`config.mk`:
```
export PLATFORM = sky130hd
export DESIGN_NAME = rx_cmd_ctrl
export DESIGN_NICKNAME = d
export VERILOG_FILES = /design/src/rtl/rx_cmd_ctrl.sv
export SDC_FILE = /design/constraint.sdc
export NUM_CORES = 1
export LEC_CHECK = 0
export ABC_AREA = 1
export CAP_MARGIN = 20
export CORE_UTILIZATION = 29
export DETAILED_ROUTE_END_ITERATION = 10
export HOLD_SLACK_MARGIN = 0.06
export PLACE_DENSITY = 0.6
export SLEW_MARGIN = 25
export SYNTH_ARGS = -nofsm -noshare
export SYNTH_HDL_FRONTEND = slang
export SYNTH_SLANG_ARGS = --single-unit
```
`constraint.sdc`:
```
create_clock -name clk -period 1.4 [get_ports clk]
set_input_delay 0.28 -clock clk [delete_from_list [all_inputs] [get_ports clk]]
set_output_delay 0.28 -clock clk [all_outputs]
set_load 0.01 [all_outputs]
```
`src/rtl/rx_cmd_ctrl.sv`:
```
// rx_cmd_ctrl: byte-oriented command decoder sitting behind a UART receiver.
// Commands: AA <addr> <data> = register write, BB <addr> = register read with
// the read data returned to the transmitter, CC <cfg> = receiver configuration.
// Bad or unexpected bytes are counted in a saturating 8-bit error counter.
// Optional build macro RX_CMD_TIMEOUT_EN adds an inter-byte timeout of
// TIMEOUT_CYC clock cycles inside multi-byte commands.
module rx_cmd_ctrl #(
    parameter int ADDR_W      = 4,
    parameter int TIMEOUT_CYC = 1024
) (
    input  logic              clk,
    input  logic              rst,
    input  logic              rx_data_valid,
    input  logic [7:0]        rx_p_data,
    input  logic              rx_par_err,
    input  logic              rx_stp_err,
    output logic [5:0]        cfg_prescale,
    output logic              cfg_par_en,
    output logic              cfg_par_typ,
    output logic              rf_wr_en,
    output logic              rf_rd_en,
    output logic [ADDR_W-1:0] rf_addr,
    output logic [7:0]        rf_wr_data,
    input  logic [7:0]        rf_rd_data,
    input  logic              rf_rd_valid,
    output logic [7:0]        tx_data,
    output logic              tx_data_valid,
    input  logic              tx_busy,
    output logic [7:0]        err_cnt
);

    localparam logic [2:0] S_IDLE     = 3'd0;
    localparam logic [2:0] S_WR_ADDR  = 3'd1;
    localparam logic [2:0] S_WR_DATA  = 3'd2;
    localparam logic [2:0] S_RD_ADDR  = 3'd3;
    localparam logic [2:0] S_RD_WAIT  = 3'd4;
    localparam logic [2:0] S_TX_SEND  = 3'd5;
    localparam logic [2:0] S_CFG_DATA = 3'd6;

    localparam logic [7:0] CMD_WR  = 8'hAA;
    localparam logic [7:0] CMD_RD  = 8'hBB;
    localparam logic [7:0] CMD_CFG = 8'hCC;

    logic [2:0]        r_state;
    logic [5:0]        r_prescale;
    logic              r_par_en;
    logic              r_par_typ;
    logic              r_wr_en;
    logic              r_rd_en;
    logic [ADDR_W-1:0] r_addr;
    logic [7:0]        r_wr_data;
    logic [7:0]        r_tx_data;
    logic              r_tx_vld;
    logic [7:0]        r_err_cnt;

    logic w_good;
    logic w_bad;
    logic w_timeout;
    logic w_err_inc;

    // Prescale code to oversampling ratio: 00/01/10/11 -> 4/8/16/32.
    function automatic logic [5:0] f_prescale(input logic [1:0] sel);
        case (sel)
            2'b00:   f_prescale = 6'd4;
            2'b01:   f_prescale = 6'd8;
            2'b10:   f_prescale = 6'd16;
            default: f_prescale = 6'd32;
        endcase
    endfunction

    assign w_good = rx_data_valid & ~rx_par_err & ~rx_stp_err;
    assign w_bad  = rx_data_valid & (rx_par_err | rx_stp_err);

`ifdef RX_CMD_TIMEOUT_EN
    localparam int TMO_W = $clog2(TIMEOUT_CYC + 1);

    logic [TMO_W-1:0] r_tmo_cnt;
    logic             w_timed;

    // Only the byte-collecting states are timed; RD_WAIT/TX_SEND wait on the
    // register file and transmitter, not on the line.
    assign w_timed = (r_state == S_WR_ADDR) || (r_state == S_WR_DATA) ||
                     (r_state == S_RD_ADDR) || (r_state == S_CFG_DATA);

    assign w_timeout = w_timed && !rx_data_valid &&
                       (r_tmo_cnt == TMO_W'(TIMEOUT_CYC - 1));

    // Idle-cycle counter: clears on any byte, on timeout and outside timed
    // states, so every entry into a timed state starts from zero.
    always_ff @(posedge clk) begin
        if (rst) begin
            r_tmo_cnt <= '0;
        end else if (!w_timed || rx_data_valid || w_timeout) begin
            r_tmo_cnt <= '0;
        end else begin
            r_tmo_cnt <= r_tmo_cnt + TMO_W'(1);
        end
    end
`else
    // TIMEOUT_CYC has no effect in this build; a partial command waits forever.
    localparam int unused_timeout_cyc = TIMEOUT_CYC;

    assign w_timeout = 1'b0;
`endif

    // Which events in the current state count as an error.
    always_comb begin
        w_err_inc = 1'b0;
        case (r_state)
            S_IDLE: begin
                w_err_inc = w_bad ||
                            (w_good && (rx_p_data != CMD_WR) &&
                             (rx_p_data != CMD_RD) && (rx_p_data != CMD_CFG));
            end
            S_WR_ADDR, S_WR_DATA, S_RD_ADDR, S_CFG_DATA: begin
                w_err_inc = w_bad || w_timeout;
            end
            S_RD_WAIT, S_TX_SEND: begin
                w_err_inc = rx_data_valid;
            end
            default: w_err_inc = 1'b0;
        endcase
    end

    // Command FSM with registered strobes and outputs; strobes default low so
    // each access is a single-cycle pulse one cycle after its byte.
    always_ff @(posedge clk) begin
        if (rst) begin
            r_state    <= S_IDLE;
            r_prescale <= 6'd8;
            r_par_en   <= 1'b1;
            r_par_typ  <= 1'b0;
            r_wr_en    <= 1'b0;
            r_rd_en    <= 1'b0;
            r_addr     <= '0;
            r_wr_data  <= 8'h00;
            r_tx_data  <= 8'h00;
            r_tx_vld   <= 1'b0;
            r_err_cnt  <= 8'h00;
        end else begin
            r_wr_en <= 1'b0;
            r_rd_en <= 1'b0;
            if (w_err_inc && (r_err_cnt != 8'hFF)) begin
                r_err_cnt <= r_err_cnt + 8'd1;
            end
            case (r_state)
                S_IDLE: begin
                    if (w_good) begin
                        case (rx_p_data)
                            CMD_WR:  r_state <= S_WR_ADDR;
                            CMD_RD:  r_state <= S_RD_ADDR;
                            CMD_CFG: r_state <= S_CFG_DATA;
                            default: r_state <= S_IDLE;
                        endcase
                    end
                end
                S_WR_ADDR: begin
                    if (w_good) begin
                        r_addr  <= rx_p_data[ADDR_W-1:0];
                        r_state <= S_WR_DATA;
                    end else if (w_bad || w_timeout) begin
                        r_state <= S_IDLE;
                    end
                end
                S_WR_DATA: begin
                    if (w_good) begin
                        r_wr_data <= rx_p_data;
                        r_wr_en   <= 1'b1;
                        r_state   <= S_IDLE;
                    end else if (w_bad || w_timeout) begin
                        r_state <= S_IDLE;
                    end
                end
                S_RD_ADDR: begin
                    if (w_good) begin
                        r_addr  <= rx_p_data[ADDR_W-1:0];
                        r_rd_en <= 1'b1;
                        r_state <= S_RD_WAIT;
                    end else if (w_bad || w_timeout) begin
                        r_state <= S_IDLE;
                    end
                end
                S_RD_WAIT: begin
                    if (rf_rd_valid) begin
                        r_tx_data <= rf_rd_data;
                        r_tx_vld  <= 1'b1;
                        r_state   <= S_TX_SEND;
                    end
                end
                S_TX_SEND: begin
                    // The reply is taken in the first cycle tx_busy is low.
                    if (!tx_busy) begin
                        r_tx_vld <= 1'b0;
                        r_state  <= S_IDLE;
                    end
                end
                S_CFG_DATA: begin
                    if (w_good) begin
                        r_prescale <= f_prescale(rx_p_data[1:0]);
                        r_par_en   <= rx_p_data[2];
                        r_par_typ  <= rx_p_data[3];
                        r_state    <= S_IDLE;
                    end else if (w_bad || w_timeout) begin
                        r_state <= S_IDLE;
                    end
                end
                default: r_state <= S_IDLE;
            endcase
        end
    end

    assign cfg_prescale  = r_prescale;
    assign cfg_par_en    = r_par_en;
    assign cfg_par_typ   = r_par_typ;
    assign rf_wr_en      = r_wr_en;
    assign rf_rd_en      = r_rd_en;
    assign rf_addr       = r_addr;
    assign rf_wr_data    = r_wr_data;
    assign tx_data       = r_tx_data;
    assign tx_data_valid = r_tx_vld;
    assign err_cnt       = r_err_cnt;

endmodule

```
==> results of run 1 <==
==> Yosys cell counts, types with 2 or more instances <==
cell / count
nand2_1: 52
dfxtp_1: 40
nand2_2: 2
buf_4: 3
a21oi_1: 19
o21ai_1: 2
nor3_1: 2
nand3_2: 3
clkbuf_1: 3
nand3_1: 10
nor2_1: 45
inv_1: 42
nand4_1: 10
o21ai_0: 24
clkbuf_4: 2
inv_2: 2
nor2_2: 6
==> per-layer routing <==
layer / wire [µm] / up-vias / track usage
met1: 2370 / 920 / 0.200
met2: 2430 / 58 / 0.245
met4: 57 / 0 / 0.0423
li1: - / 1075 / -
met5: 0 / - / 0
met3: 276 / 6 / 0.0368
==> layout by cell type, fill, tap and decap left out, types with 8 or more instances in the layout <==
master           count
nand2_1             44
clkdlybuf4s50_1     11
dfxtp_1             32
nand4_1             10
o21ai_0             19
inv_1               37
a21oi_1             17
nor2_1              38
buf_4               35
dfxtp_2              8
dlygate4sd2_1       42
==> area by class of cell <==
cell class	count	area, µm²	area share
clock inverter	3	42.5	0.0135
sequential	40	811	0.258
multi-input combinational	186	1050	0.335
tap	77	96.3	0.0307
inverter	46	179	0.0569
clock buffer	5	68.8	0.0219
timing repair buffer	100	892	0.284
==> flip-flops by register name, indices dropped and copies added, names as in the netlist <==
register       count
tx_data            8
rf_wr_data         8
tx_data_valid      1
rf_rd_en           1
rf_wr_en           1
err_cnt            8
rf_addr            4
cfg_par_en         1
cfg_prescale       4
cfg_par_typ        1
r_state            3
==> per-stage QoR <==
step	cell area (µm²)	setup slack (ps)	power (mW)	hold WS, ps
finish	3140	-10.8	2.38	318
CTS	2940	1.13	2.39	428
global placement	2830	-425	1.43	431
global route	3140	-79.8	2.48	337
detailed placement	2830	-462	1.44	435
floorplan	1920	43.1	1.28	415
==> report_power, final <==
| part | total (mW) | internal (mW) | leakage, nW | switching (mW) |
|---|---|---|---|---|
| sequential | 1.16 | 1.15 | 0.327 | 0.0113 |
| combinational | 0.266 | 0.137 | 1.19 | 0.129 |
| clock | 0.954 | 0.528 | 0.0541 | 0.426 |
==> cells by family (layout without fill, tap and decap cells) <==
group,count (synthesis),count (layout),share of synthesized area
AND/OR/NAND/NOR,133,134,0.314
buffers and inverters,56,154,0.125
AO/OA/AOI/OAI,47,47,0.126
adder cells (fa/ha/maj),1,1,0.00653
other,1,2,0.00196
XOR/XNOR,2,2,0.00915
flip-flops,40,40,0.418
==> final timing paths <==
| kind | startpoint | end | slack, ps | cells past startpoint |
|---|---|---|---|---|
| setup reg to reg | r_state[1] | rf_wr_data[3] | -10 | 8 |
| hold reg to reg | tx_data[2] | tx_data[2] | 440 | 2 |
| hold / removal | rx_p_data[7] | rf_wr_data[7] | 320 | 3 |
| setup / recovery | r_state[1] | rf_wr_data[3] | -10 | 8 |
==> worst register-to-register path: stages (launching register included) <==
cell,delay (ps)
dfxtp_2,360
buf_6,130
inv_6,40
nor2_4,120
inv_2,50
nor3_4,310
buf_6,180
o21ai_1,60
nor2_1,110
==> repair_timing <==
item | 4_1_cts | 5_1_grt
hold buffers | 0 | 0
gates cloned | 1 | 0
resized for setup | 54 | 58
endpoints found under the setup margin | 57 | 28
pin swaps | 4 | 20
setup buffers | 2 | 3
==> results.yml, run 1 <==
critical_path:
  worst_path_most_repeated_cell: "buf_6"
  crit_family: "simple AND/OR/NAND/NOR gates"
  worst_setup_path_start_kind: "flip-flop"
  crit_chain: "buf_6, inv_6, nor2_4, inv_2, nor3_4, buf_6, o21ai_1, nor2_1"
  path_max_fanout: 7
  arrival_ps: 1640
  end_kind: "flip-flop"
  critPathSlowestCell: "dfxtp_2"
  cp_data_required_time_ps: 1630
  critical_path_class: "reg2reg"
  slowest_delay_ps: 360
  path_buf_inv: 4
synth:
  syn_area_um2: 1920
  synth_edf_count: 0
  yosys.area.top_type: "dfxtp_1"
  ys_warn_count: 0
  synth_area_per_cell_um2: 6.84
  yosys-top-cells-area: "dfxtp_1 (42%), nand2_1 (10%), nor2_1 (8.8%), inv_1 (8.2%), o21ai_0 (6.3%)"
  yosys.cell_types.count: 30
  yosysSeqAreaShare: 0.418
  synthCells: 280
  synthArstFlopShare: 0
  synth_top_cell_area_share: 0.418
  ys.flop_type: "dfxtp_1"
  ys_seq_elements: 40
clock_tree:
  htree_levels: 2
  root_buffer: "clkbuf_8"
  insertion_delay_ps: 290
  cts_sinks: 40
  clk_pin_slew_worst_paths_ps: 80
  cts_tree: "done"
  cts_made_buffers: 5
  cts.path.max_buffers: 2
cells_and_area:
  drive_above_1_share: 0.276
  antenna_cells: 0
  nFillCells: 667
  utilization: 0.495
  area_delta_synth_final_pct: 64.1
  num-nets-final: 403
  fin_cells: 457
global_route:
  grt_pass1_wl_um: 8670
  grt.overflow.total: 0
  track_usage: 0.151
  antenna_found_initial: 0
  grt_max_degree: 23
  grt_pass1_vias: 1870
power:
  power_leakage_nw: 1.57
  power.density_nw_per_um2: 757
  max-vdd-ir-drop_mv: 0.381
sta:
  setup-tns-final_ps: -10.9
  timing.fmax_mhz: 709
  fin_worst_skew_ps: 4.40
  rsz0062_at_grt: "yes"
  period_needed_ps: 1410
  hold_viol_final: 0
  slew_viol_final: 0
  finalCritPeriodShare: 1.01
  setup_viol: 2
  setup_slack_ps: -10.8
run:
  maxCapViolCount: 0
die:
  rows: 29
  initial_core_util: 0.302
  dieArea_um2: 6930
  die_h_um: 83.3
  core_area_um2: 6350
  die_w_um: 83.3
  io_pins: 62
place:
  routabilityCongestion: 0.869
  portBuffers: 59
  dp_hpwl_um: 3710
  dp_cells: 443
route:
  wire_per_inst_um: 11.2
  ant_nets: 0
  remaining_drc_errors: 0
  routed_wl_um: 5130
  vias: 2059
  vias_per_cell: 4.51
  drt_iter0_markers: 54
  first_pass_iters: 4
status:
  violations: "setup timing"
  status: "finished, violations left"
worst_hold_path:
  hold_class: "in2reg"
(Power assumes the default switching activity.)
==> run 2: changes to the inputs <==
--- a/config.mk
+++ b/config.mk
@@ -11,6 +11,7 @@
 export DETAILED_ROUTE_END_ITERATION = 10
 export HOLD_SLACK_MARGIN = 0.06
 export PLACE_DENSITY = 0.6
+export REMOVE_ABC_BUFFERS = 1
 export SLEW_MARGIN = 25
 export SYNTH_ARGS = -nofsm -noshare
 export SYNTH_HDL_FRONTEND = slang
==> run 2 against run 1 <==
The flow now finishes without violations. Power grew 3.1%. Sequential share of layout area up 1.0 points. Clock power rose by 9%. Die area unchanged. Wire length increased by 0.92%. Cell count shrank 1.1%. Sequential cell count did not move. Via count shrank 1.0%. Clock-buffer cell count up 2. Highest routed layer unchanged.
==> results.yml, run 2 (same netlist as run 1, synthesis figures left out) <==
status:
  status: "complete, no violations"
sta:
  setup_viol: 0
  setup_slack_ps: 51.2
  holdWs_ps: 322
  timing.fmax_mhz: 741
  hold_viol_final: 0
  finalCritPeriodShare: 0.963
  slew_viol_final: 0
  fin_worst_skew_ps: 3.11
  period_needed_ps: 1350
place:
  dp_hpwl_um: 3710
  portBuffers: 59
  routabilityCongestion: 0.881
  pre_cts_ws_ps: -554
clock_tree:
  clk_pin_slew_worst_paths_ps: 80
  cts_sinks: 40
  root_buffer: "clkbuf_8"
  htree_levels: 2
  cts.path.max_buffers: 2
  hold_buffers: 0
  insertion_delay_ps: 290
  cts_made_buffers: 5
  cts_tree: "done"
cells_and_area:
  num-nets-final: 398
  antenna_cells: 0
  nFillCells: 660
  drive_above_1_share: 0.240
  final_cell_mix: "nand2_1 (47), dlygate4sd2_1 (41), inv_1 (38), nor2_1 (38), buf_4 (33)"
  final_common_cell: "nand2_1"
  area_delta_synth_final_pct: 58.7
worst_hold_path:
  hold_class: "in2reg"
  hp-start: "rx_p_data[7]"
route:
  wire_per_inst_um: 11.4
  first_pass_iters: 4
  remaining_drc_errors: 0
  vias_per_cell: 4.51
  routed_wl_um: 5170
  drt_iter0_markers: 58
  vias: 2038
  ant_nets: 0
critical_path:
  crit_family: "flip-flops"
  path_buf_inv: 3
  critical_path_class: "reg2reg"
  cp_data_required_time_ps: 1620
  arrival_ps: 1570
  end_kind: "flip-flop"
  r2r-start: "r_state[0]"
  crit_chain: "buf_4, nor2_4, inv_2, nor3_4, buf_6, o21ai_2, a21oi_1"
  critPathSlowestCell: "dfxtp_4"
  path_max_fanout: 7
  crit_start: "r_state[0]"
  slowest_delay_ps: 380
  r2r_slack_ps: 50
  worst_setup_path_start_kind: "flip-flop"
power:
  max-vdd-ir-drop_mv: 0.398
  power.density_nw_per_um2: 806
  power_leakage_nw: 1.52
global_route:
  grt_pass1_wl_um: 8400
  grt_max_degree: 18
  track_usage: 0.149
  antenna_found_initial: 0
  grt_pass1_vias: 1883
  grt.overflow.total: 0
die:
  initial_core_util: 0.302
  die_h_um: 83.3
  die_w_um: 83.3
  rows: 29
  core_area_um2: 6350
  dieArea_um2: 6930
  io_pins: 62
run:
  maxCapViolCount: 0
-- run 2: cell types whose count changed in the layout (fill, tap and decap cells not counted), sizes merged --
cell / previous run / this run
clkinv: 3 / 2
clkbuf: 5 / 7
buf: 41 / 36
clkinvlp: 1 / 0
dlygate4sd2: 42 / 41
clkdlybuf4s50: 11 / 12
-- run 2: cell type report --
| class | instances | area, µm² | share of cell area |
|---|---|---|---|
| sequential | 40 | 816 | 0.268 |
| multi-input combinational | 186 | 982 | 0.323 |
| tap | 77 | 96.3 | 0.0317 |
| timing repair buffer | 95 | 845 | 0.278 |
| inverter | 46 | 174 | 0.0572 |
| clock buffer | 7 | 96.3 | 0.0317 |
| clock inverter | 1 | 30.0 | 0.00988 |
-- run 2: final timing paths --
kind	end	cells past startpoint
worst min register to register	tx_data[6]	2
worst max register to register	rf_wr_data[6]	7
worst min-delay path	rf_wr_data[7]	3
worst max-delay path	rf_wr_data[6]	7
-- run 2: layer usage --
metal,share of wire,global-route usage,vias up
met3,0.049,0.0358,2
met1,0.45,0.181,910
li1,-,-,1069
met2,0.49,0.260,57
met5,0,0,-
met4,0.0056,0.0439,0
-- run 2: report_power, final --
part / internal, mW / switching, mW
combinational: 0.131 / 0.125
sequential: 1.14 / 0.00713
clock: 0.629 / 0.414
total: 1.90 / 0.547
-- run 2: timing repair --
action | 4_1_cts | 5_1_grt
pin swaps | 2 | 13
cloned | 1 | 0
endpoints found under the setup margin | 55 | 22
setup buffers | 0 | 2
resized for setup | 51 | 41
-- run 2: worst reg2reg max path: stages (launching register included) --
cell and delay (ps):
dfxtp_4 380, buf_4 140, nor2_4 100, inv_2 50
nor3_4 280, buf_6 180, o21ai_2 50, a21oi_1 110
-- run 2: metrics by stage --
step	utilization	power (mW)	setup TNS [ps]	instance area (µm²)	cells
finish	0.479	2.45	0	3040	452
global route	0.479	2.57	-147	3040	452
CTS	0.460	2.47	0	2920	450
detailed placement	0.442	1.43	-10610	2810	441
global placement	0.442	1.43	-10150	2810	441
floorplan	-	1.27	-33.3	1850	271
